[src/rtl/control_estados_if.sv]
// Interface bundle for control_estados: game inputs driven by the
// environment (master) and registered status returned by the controller.
interface control_estados_if #(
  parameter int PTS_W = 16
);
  logic             tick;
  logic             keypad_pressed;
  logic [4:0]       key;
  logic             colision;
  logic [3:0]       presente;
  logic [2:0]       heroe_seleccionado;
  logic             cambio;
  logic [2:0]       vidas;
  logic [PTS_W-1:0] puntaje;

  modport master (
    output tick, keypad_pressed, key, colision,
    input  presente, heroe_seleccionado, cambio, vidas, puntaje
  );

  modport slave (
    input  tick, keypad_pressed, key, colision,
    output presente, heroe_seleccionado, cambio, vidas, puntaje
  );
endinterface

[src/rtl/control_estados.sv]
// Game-flow controller: power/greeting/hero-select/play/game-over/retry
// states, with registered score, lives and state-change pulse.
module control_estados #(
  parameter int VIDAS_INI  = 3,
  parameter int HOLA_TICKS = 100,
  parameter int GP_TICKS   = 200,
  parameter int PTS_W      = 16
) (
  input  logic               clk,
  input  logic               rst_n,
  control_estados_if.slave   bus
);
  localparam int CNT_MAX = (HOLA_TICKS > GP_TICKS) ? HOLA_TICKS : GP_TICKS;
  localparam int CNT_W   = $clog2(CNT_MAX + 1);

  typedef enum logic [3:0] {
    APAGADO   = 4'd0,
    HOLA      = 4'd1,
    PERSONAJE = 4'd2,
    JUEGO     = 4'd3,
    GP        = 4'd4,
    YN        = 4'd5
  } estado_t;

  estado_t          estado_q, estado_d;
  logic [2:0]       heroe_q, heroe_d;
  logic [2:0]       vidas_q, vidas_d;
  logic [PTS_W-1:0] pts_q, pts_d;
  logic [CNT_W-1:0] cnt_q, cnt_d;
  logic             cambio_q, cambio_d;
  logic             kp_q;
  logic             arm_q;
  logic             press_s;
  logic             abort_s;

  // arm_q blanks the first cycle after reset so a key already held is not a press
  assign press_s = arm_q & bus.keypad_pressed & ~kp_q;
  assign abort_s = press_s & (bus.key == 5'd10);

  // Next-state, score, lives and tick-counter logic
  always_comb begin
    estado_d = estado_q;
    heroe_d  = heroe_q;
    vidas_d  = vidas_q;
    pts_d    = pts_q;
    cnt_d    = cnt_q;
    case (estado_q)
      APAGADO: begin
        if (abort_s) estado_d = HOLA;
        else         estado_d = APAGADO;
      end
      HOLA: begin
        if (abort_s)      estado_d = APAGADO;
        else if (press_s) estado_d = PERSONAJE;
        else if (bus.tick) begin
          if (cnt_q == CNT_W'(HOLA_TICKS - 1)) estado_d = PERSONAJE;
          else                                 cnt_d = cnt_q + CNT_W'(1);
        end else cnt_d = cnt_q;
      end
      PERSONAJE: begin
        if (abort_s) estado_d = APAGADO;
        else if (press_s && (bus.key >= 5'd1) && (bus.key <= 5'd4)) begin
          heroe_d = 3'(bus.key - 5'd1);
        end else if (press_s && (bus.key == 5'd14)) begin
          estado_d = JUEGO;
          vidas_d  = 3'(VIDAS_INI);
          pts_d    = '0;
        end else estado_d = PERSONAJE;
      end
      JUEGO: begin
        // a hit in the same cycle as a tick costs the point for that tick
        if (abort_s) estado_d = APAGADO;
        else if (bus.colision) begin
          if (vidas_q != 3'd0) vidas_d = vidas_q - 3'd1;
          else                 vidas_d = 3'd0;
          if (vidas_q <= 3'd1) estado_d = GP;
          else                 estado_d = JUEGO;
        end else if (bus.tick && (pts_q != {PTS_W{1'b1}})) begin
          pts_d = pts_q + PTS_W'(1);
        end else pts_d = pts_q;
      end
      GP: begin
        if (abort_s) estado_d = APAGADO;
        else if (bus.tick) begin
          if (cnt_q == CNT_W'(GP_TICKS - 1)) estado_d = YN;
          else                               cnt_d = cnt_q + CNT_W'(1);
        end else cnt_d = cnt_q;
      end
      YN: begin
        if (abort_s)                             estado_d = APAGADO;
        else if (press_s && (bus.key == 5'd1))   estado_d = PERSONAJE;
        else if (press_s && (bus.key == 5'd0))   estado_d = APAGADO;
        else                                     estado_d = YN;
      end
      default: estado_d = APAGADO;
    endcase
    if (estado_d != estado_q) cnt_d = '0;
    else                      cnt_d = cnt_d;
    cambio_d = (estado_d != estado_q);
  end

  // State and output registers with synchronous active-low reset
  always_ff @(posedge clk) begin
    if (!rst_n) begin
      estado_q <= APAGADO;
      heroe_q  <= 3'd0;
      vidas_q  <= 3'd0;
      pts_q    <= '0;
      cnt_q    <= '0;
      cambio_q <= 1'b0;
      kp_q     <= 1'b0;
      arm_q    <= 1'b0;
    end else begin
      estado_q <= estado_d;
      heroe_q  <= heroe_d;
      vidas_q  <= vidas_d;
      pts_q    <= pts_d;
      cnt_q    <= cnt_d;
      cambio_q <= cambio_d;
      kp_q     <= bus.keypad_pressed;
      arm_q    <= 1'b1;
    end
  end

  assign bus.presente           = estado_q;
  assign bus.heroe_seleccionado = heroe_q;
  assign bus.cambio             = cambio_q;
  assign bus.vidas              = vidas_q;
  assign bus.puntaje            = pts_q;
endmodule

[src/flat_wrapper.sv]
// flat-port wrapper written by rule: the top's interface ports become plain ports
module control_estados_flat 
#(
  parameter int VIDAS_INI  = 3,
  parameter int HOLA_TICKS = 100,
  parameter int GP_TICKS   = 200,
  parameter int PTS_W      = 16
)
  (clk, rst_n, bus_tick, bus_keypad_pressed, bus_key, bus_colision, bus_presente, bus_heroe_seleccionado, bus_cambio, bus_vidas, bus_puntaje);
  control_estados_if #(.PTS_W(PTS_W)) bus_i ();
  input  logic clk;
  input  logic rst_n;
  input wire logic [$bits(bus_i.tick)-1:0] bus_tick;
  input wire logic [$bits(bus_i.keypad_pressed)-1:0] bus_keypad_pressed;
  input wire logic [$bits(bus_i.key)-1:0] bus_key;
  input wire logic [$bits(bus_i.colision)-1:0] bus_colision;
  output wire logic [$bits(bus_i.presente)-1:0] bus_presente;
  output wire logic [$bits(bus_i.heroe_seleccionado)-1:0] bus_heroe_seleccionado;
  output wire logic [$bits(bus_i.cambio)-1:0] bus_cambio;
  output wire logic [$bits(bus_i.vidas)-1:0] bus_vidas;
  output wire logic [$bits(bus_i.puntaje)-1:0] bus_puntaje;
  assign bus_i.tick = bus_tick;
  assign bus_i.keypad_pressed = bus_keypad_pressed;
  assign bus_i.key = bus_key;
  assign bus_i.colision = bus_colision;
  assign bus_presente = bus_i.presente;
  assign bus_heroe_seleccionado = bus_i.heroe_seleccionado;
  assign bus_cambio = bus_i.cambio;
  assign bus_vidas = bus_i.vidas;
  assign bus_puntaje = bus_i.puntaje;
  control_estados #(.VIDAS_INI(VIDAS_INI), .HOLA_TICKS(HOLA_TICKS), .GP_TICKS(GP_TICKS), .PTS_W(PTS_W)) u_core (.clk(clk), .rst_n(rst_n), .bus(bus_i));
endmodule
[config.mk]
export PLATFORM = sky130hd
export DESIGN_NAME = control_estados_flat
export DESIGN_NICKNAME = d
export VERILOG_FILES = /design/src/rtl/control_estados_if.sv /design/src/rtl/control_estados.sv /design/src/flat_wrapper.sv
export SDC_FILE = /design/constraint.sdc
export NUM_CORES = 1
export LEC_CHECK = 0
export CORE_MARGIN = 8
export CORE_UTILIZATION = 30
export DETAILED_ROUTE_END_ITERATION = 8
export PLACE_DENSITY = 0.55
export SLEW_MARGIN = 20
export SYNTH_ARGS = -nofsm -noshare
export SYNTH_HDL_FRONTEND = slang
export SYNTH_SLANG_ARGS = --single-unit
[constraint.sdc]
create_clock -name clk -period 4.7 [get_ports clk]
set_clock_uncertainty 0.05 [all_clocks]
set_input_delay 0.94 -clock clk [delete_from_list [all_inputs] [get_ports clk]]
set_output_delay 0.94 -clock clk [all_outputs]
set_load 0.01 [all_outputs]
# [Yosys cells after proc, flatten, opt, wreduce, memory -nomap -nowiden]
# Cells that the tools add are included.
[word_totals] register_bits=37 out_inout_bits=27 word_cells=104
[op_classes] addsub=4 magnitude_cmp=3 n_eq_ne=26 n_mux=41 n_bitwise=6 reduce_logical=16
[ops] op="2-to-1 mux 16 bit" n=6
[ops] op="2-to-1 mux 8 bit" n=7
[ops] op="2-to-1 mux 4 bit" n=13
[ops] op="case mux 16 bit (2 select lines)" n=1
[ops] op="2-to-1 mux 3 bit" n=8
[ops] op="!= test 2 bit, second input constant" n=12
[ops] op="case mux 4 bit (6 select lines)" n=1
[ops] op="adder 16 x 1 -> 16 bit, second input constant" n=1
[ops] op="!= test 16 bit, second input constant" n=1
[ops] op="case mux 8 bit (2 select lines)" n=1
[ops] op="equality test 5 x 4 -> 1 bit, second input constant" n=2
[ops] op="adder 8 x 1 -> 8 bit, second input constant" n=1
[ops] op="equality test 4 x 2 -> 1 bit, second input constant" n=2
[ops] op="equality test 4 x 3 -> 1 bit, second input constant" n=2
[ops] op="equality test 8 x 7 -> 1 bit, second input constant" n=1
[ops] op="equality test 8 bit, second input constant" n=1
[ops] op="AND reduction 8 bit" n=1
[ops] op="AND reduction 7 bit" n=1
[ops] op="logical AND 1 bit" n=6
[ops] op="case mux 3 bit (2 select lines)" n=1
[ops] op="AND reduction 6 bit" n=1
[ops] op="subtractor 3 x 1 -> 3 bit, second input constant" n=2
[ops] op="equality test 5 x 1 -> 1 bit, second input constant" n=1
[ops] op="greater-or-equal comparator 5 x 1 -> 1 bit, second input constant" n=1
[ops] op="14 further kinds" n=22

# [Longest topological paths before layout]
[depth] depth_word=9 mapped_depth=9 depth_no_buf=8

# [Worst setup path before layout]
# OpenSTA, ideal clock, no wires.
[synth_timing] path_kind="input -> register" start="in bus_key[0]" end="reg u_core.pts_q[7], in the netlist u_core.bus.puntaje[7]" setup_ns=0.117 t_arrival_ns=2.465 slack_ns=2.068 stages=9 path_buffers=1 path_cell_list="inv_1 ha_1 nand2_1 o31ai_4 nand4_4 buf_2 nor4_2 xnor2_1 nor2_1"
[synth_via] elab_chain_len=5
[synth_lines] item="start: declaration" line_no="flat_wrapper.sv:15" rtl="input wire logic [$bits(bus_i.key)-1:0] bus_key;"
[synth_lines] item="greater-or-equal comparator 5 x 1 -> 1 bit" line_no="control_estados.sv:62" rtl="else if (press_s && (bus.key >= 5'd1) && (bus.key <= 5'd4)) begin"
[synth_lines] item="logical AND 1 bit (2 in a row)" line_no="control_estados.sv:62"
[synth_lines] item="!= test 2 bit (no source line)"
[synth_lines] item="AND reduction 7 bit (no source line) *"
[synth_lines] item="end signal: assignment" line_no="control_estados.sv:117" rtl="pts_q <= pts_d;"
[synth_lines] item="end: declaration" line_no="control_estados.sv:28" rtl="logic [PTS_W-1:0] pts_q, pts_d;"
# Mark *: on every way between the ends. The rest lies on a longest branch, timed or not.
# A chain may end at the register's enable or synchronous reset.

# [Worst setup path after layout]
[layout_timing] start="in bus_key[0]" end="reg u_core.pts_q[10], in the netlist u_core.bus.puntaje[10]"
# Same word-level chain as after synthesis.

==> flow_metrics.py <==
metrics = {
    "run_status": {
        "status": "finished clean",
    },
    "timing": {
        "worst_slew_pin_slew_ps": 935,
        "report.final.slew_viol_count": 0,
        "hold_viol": 0,
        "rsz0062_at_grt": "no",
        "timing.fmax_ghz": 0.316,
        "setup_ws_ps": 1540,
        "setup_viol": 0,
        "min_period_ps": 3160,
        "hold_ws_ps": 444,
        "relSlewSlack_pct": 37.4,
        "fin_tns_setup_ps": 0,
        "fin_crit_sh_pct": 67.2,
    },
    "routing": {
        "drt-total-wl_mm": 5.41,
        "dr.pass1.iters": 4,
        "via_per_inst": 4.99,
        "final_antenna_net_count": 0,
        "vias": 1893,
        "routedWlPerCell_um": 14.3,
        "drt_iter0_markers": 123,
        "drc": 0,
    },
    "yosys": {
        "yosysWarnings": 0,
        "avgSynthCellArea_um2": 9.25,
        "synth-edff-count": 0,
        "synth_cell_types": 62,
        "synthArstFlopShare_pct": 0,
        "seq_area_frac_synth_pct": 32.5,
        "netlist_instances": 246,
        "ys_ff_latch": 37,
        "synth.net_count": 264,
        "yosys_most_used_dff": "dfxtp_1",
        "syn_area_mm2": 0.00228,
    },
    "clock_tree": {
        "post_cts_buffers": 0,
        "cts_buffer_depth": 2,
        "htreeDepth": 2,
        "numCtsBuffers": 5,
        "clockRootBuffer": "clkbuf_8",
        "cts_tree": "yes",
        "post_cts_resized": 0,
        "clk_pin_slew_ps": 80,
        "cts.sinks": 37,
        "hold_buffers": 0,
        "clk_latency_ps": 290,
    },
    "grt": {
        "grt_pass1_wl_mm": 8.88,
        "grt_use_met2_pct": 16.2,
        "first_global_vias": 1843,
        "grt_max_degree": 18,
        "track_usage_pct": 10.6,
        "grt_util_met1_pct": 13.4,
        "overflow": 0,
        "use_met3_pct": 3.44,
        "antenna_found_initial": 0,
        "busiest_layer": "met2",
    },
    "power_and_ir_drop": {
        "swShare_pct": 22.0,
        "power_density_mw_per_mm2": 228,
        "switchingPower_uw": 142,
        "finalPower_uw": 646,
        "clock_power_share_pct": 45.3,
        "power.internal_uw": 504,
        "power_frac_comb_pct": 5.6,
        "p_seq_share_pct": 49.1,
        "peakVddDrop_mv": 0.109,
        "p_leak_uw": 0.000910,
    },
    "floorplanning": {
        "dieArea_mm2": 0.0106,
        "io_pins": 37,
        "core_area_mm2": 0.00729,
        "start_util_pct": 31.2,
        "fp.dieW_um": 103,
        "row_count": 31,
        "die_y_um": 103,
    },
    "layout": {
        "drive_gt1_share_pct": 12.1,
        "final_common_cell": "dfxtp_1",
        "final_cells": 379,
        "final_cell_mix": "37 x dfxtp_1, 36 x clkdlybuf4s50_1, 26 x nor2_1, 18 x nand2_1, 16 x xnor2_1",
        "n_fill_cell": 756,
        "area_delta_synth_final_pct": 24.6,
        "diodes": 0,
        "fin_nets": 297,
    },
    "run": {
        "drv_cap": 0,
    },
    "critical_path": {
        "critPathKind": "input pin to register",
        "regToRegStartpoint": "u_core.bus.presente[1]",
        "reg2reg_depth": 6,
        "cp_max_fo": 15,
        "critPathRequiredTime_ps": 4840,
        "cp-start-kind": "input pin",
        "arrival_ps": 3300,
        "critPathLaunch": "bus_key[0]",
        "cp-end-kind": "register",
    },
    "worst_hold_path": {
        "min_from": "u_core.bus.vidas[1]",
        "hold_depth": 2,
        "hold_path.class": "register to register",
    },
    "place": {
        "portBuffers": 36,
        "placed_cells": 371,
        "dp_worst_setup_slack_ps": 1200,
        "hpwl_mm": 4.02,
        "gp_congestion": 0.817,
    },
}
metal layers:
layer	share of wire [%]	wire length, um
met1	50	2680
met2	44	2360
met3	5.1	278
met5	0	0
met4	1.6	86
cell families after synthesis:
logic type | after synthesis | share of synthesized area (%)
simple gates | 119 | 32.8
buf+inv | 19 | 3.96
other cells | 1 | 0.165
flops | 37 | 32.5
fa+ha+maj | 8 | 4.40
compound gates | 40 | 17.5
mux | 2 | 0.880
xor+xnor | 20 | 7.70
synth_stat cells, drive strengths merged (3+ instances only):
master / instances / area share, %
dfxtp: 37 / 33
nor2: 27 / 4.8
nand2: 19 / 3.2
xnor2: 16 / 6.2
nor3: 12 / 2.6
nor4: 11 / 4.9
inv: 9 / 1.5
nand4: 9 / 3.1
buf: 8 / 2.1
ha: 8 / 4.4
nand3: 7 / 1.5
a21oi: 6 / 1.5
o21ai: 6 / 1.3
nor3b: 5 / 2.1
a31oi: 4 / 1.8
and3: 4 / 1.1
o211a: 4 / 1.8
xor2: 4 / 1.5
a211oi: 3 / 1.2
and2: 3 / 0.82
nand2b: 3 / 0.82
nor2b: 3 / 0.82
nor4b: 3 / 1.4
or2: 3 / 0.82
metrics by stage:
step,utilization [%],cell area [um2]
after floorplan,-,2280
after global placement,37.2,2710
after detailed placement,37.2,2710
after CTS,38.8,2830
after global routing,38.9,2840
final,38.9,2840
flip-flops by register name, indices dropped and copies added, names as in the netlist:
name                           cells
u_core.bus.puntaje                16
u_core.cnt_q                       8
u_core.bus.presente                4
u_core.bus.heroe_seleccionado      3
u_core.bus.vidas                   3
u_core.arm_q                       1
u_core.bus.cambio                  1
u_core.kp_q                        1
power groups by stage:
stage	registers [uW]	clock network [uW]	logic, uW
2_1_floorplan	324	0	19.4
3_3_place_gp	325	0	36.3
3_5_place_dp	325	0	36.2
4_1_cts	317	301	36.4
5_1_grt	318	311	39.8
6_report	317	293	36.0
worst max-delay path, cell delays in order:
cell	delay (ps)
clkdlybuf4s50_1	460
inv_1	130
ha_1	210
nand2_1	160
o31ai_4	330
nand4_4	290
nor3_1	410
a211oi_1	140
a31o_1	220
final cells by class:
| cell class | instances | area [um2] | area share, % |
|---|---|---|---|
| Inverter | 9 | 33.8 | 1.19 |
| Multi-Input combinational cell | 190 | 1460 | 51.5 |
| Tap cell | 99 | 124 | 4.37 |
| Sequential cell | 37 | 741 | 26.1 |
| Clock buffer | 7 | 86.3 | 3.05 |
| Timing Repair Buffer | 36 | 360 | 12.7 |
| Clock inverter | 1 | 30.0 | 1.06 |
path summary, 6_finish.rpt:
check                           slack, ps                endpoint
worst max-delay path                 1540  u_core.bus.puntaje[10]
worst min-delay path                  440     u_core.bus.vidas[1]
worst min register to register        440     u_core.bus.vidas[1]
worst max register to register       2160  u_core.bus.puntaje[10]
No activity file was read; power rests on OpenSTA's default activity.
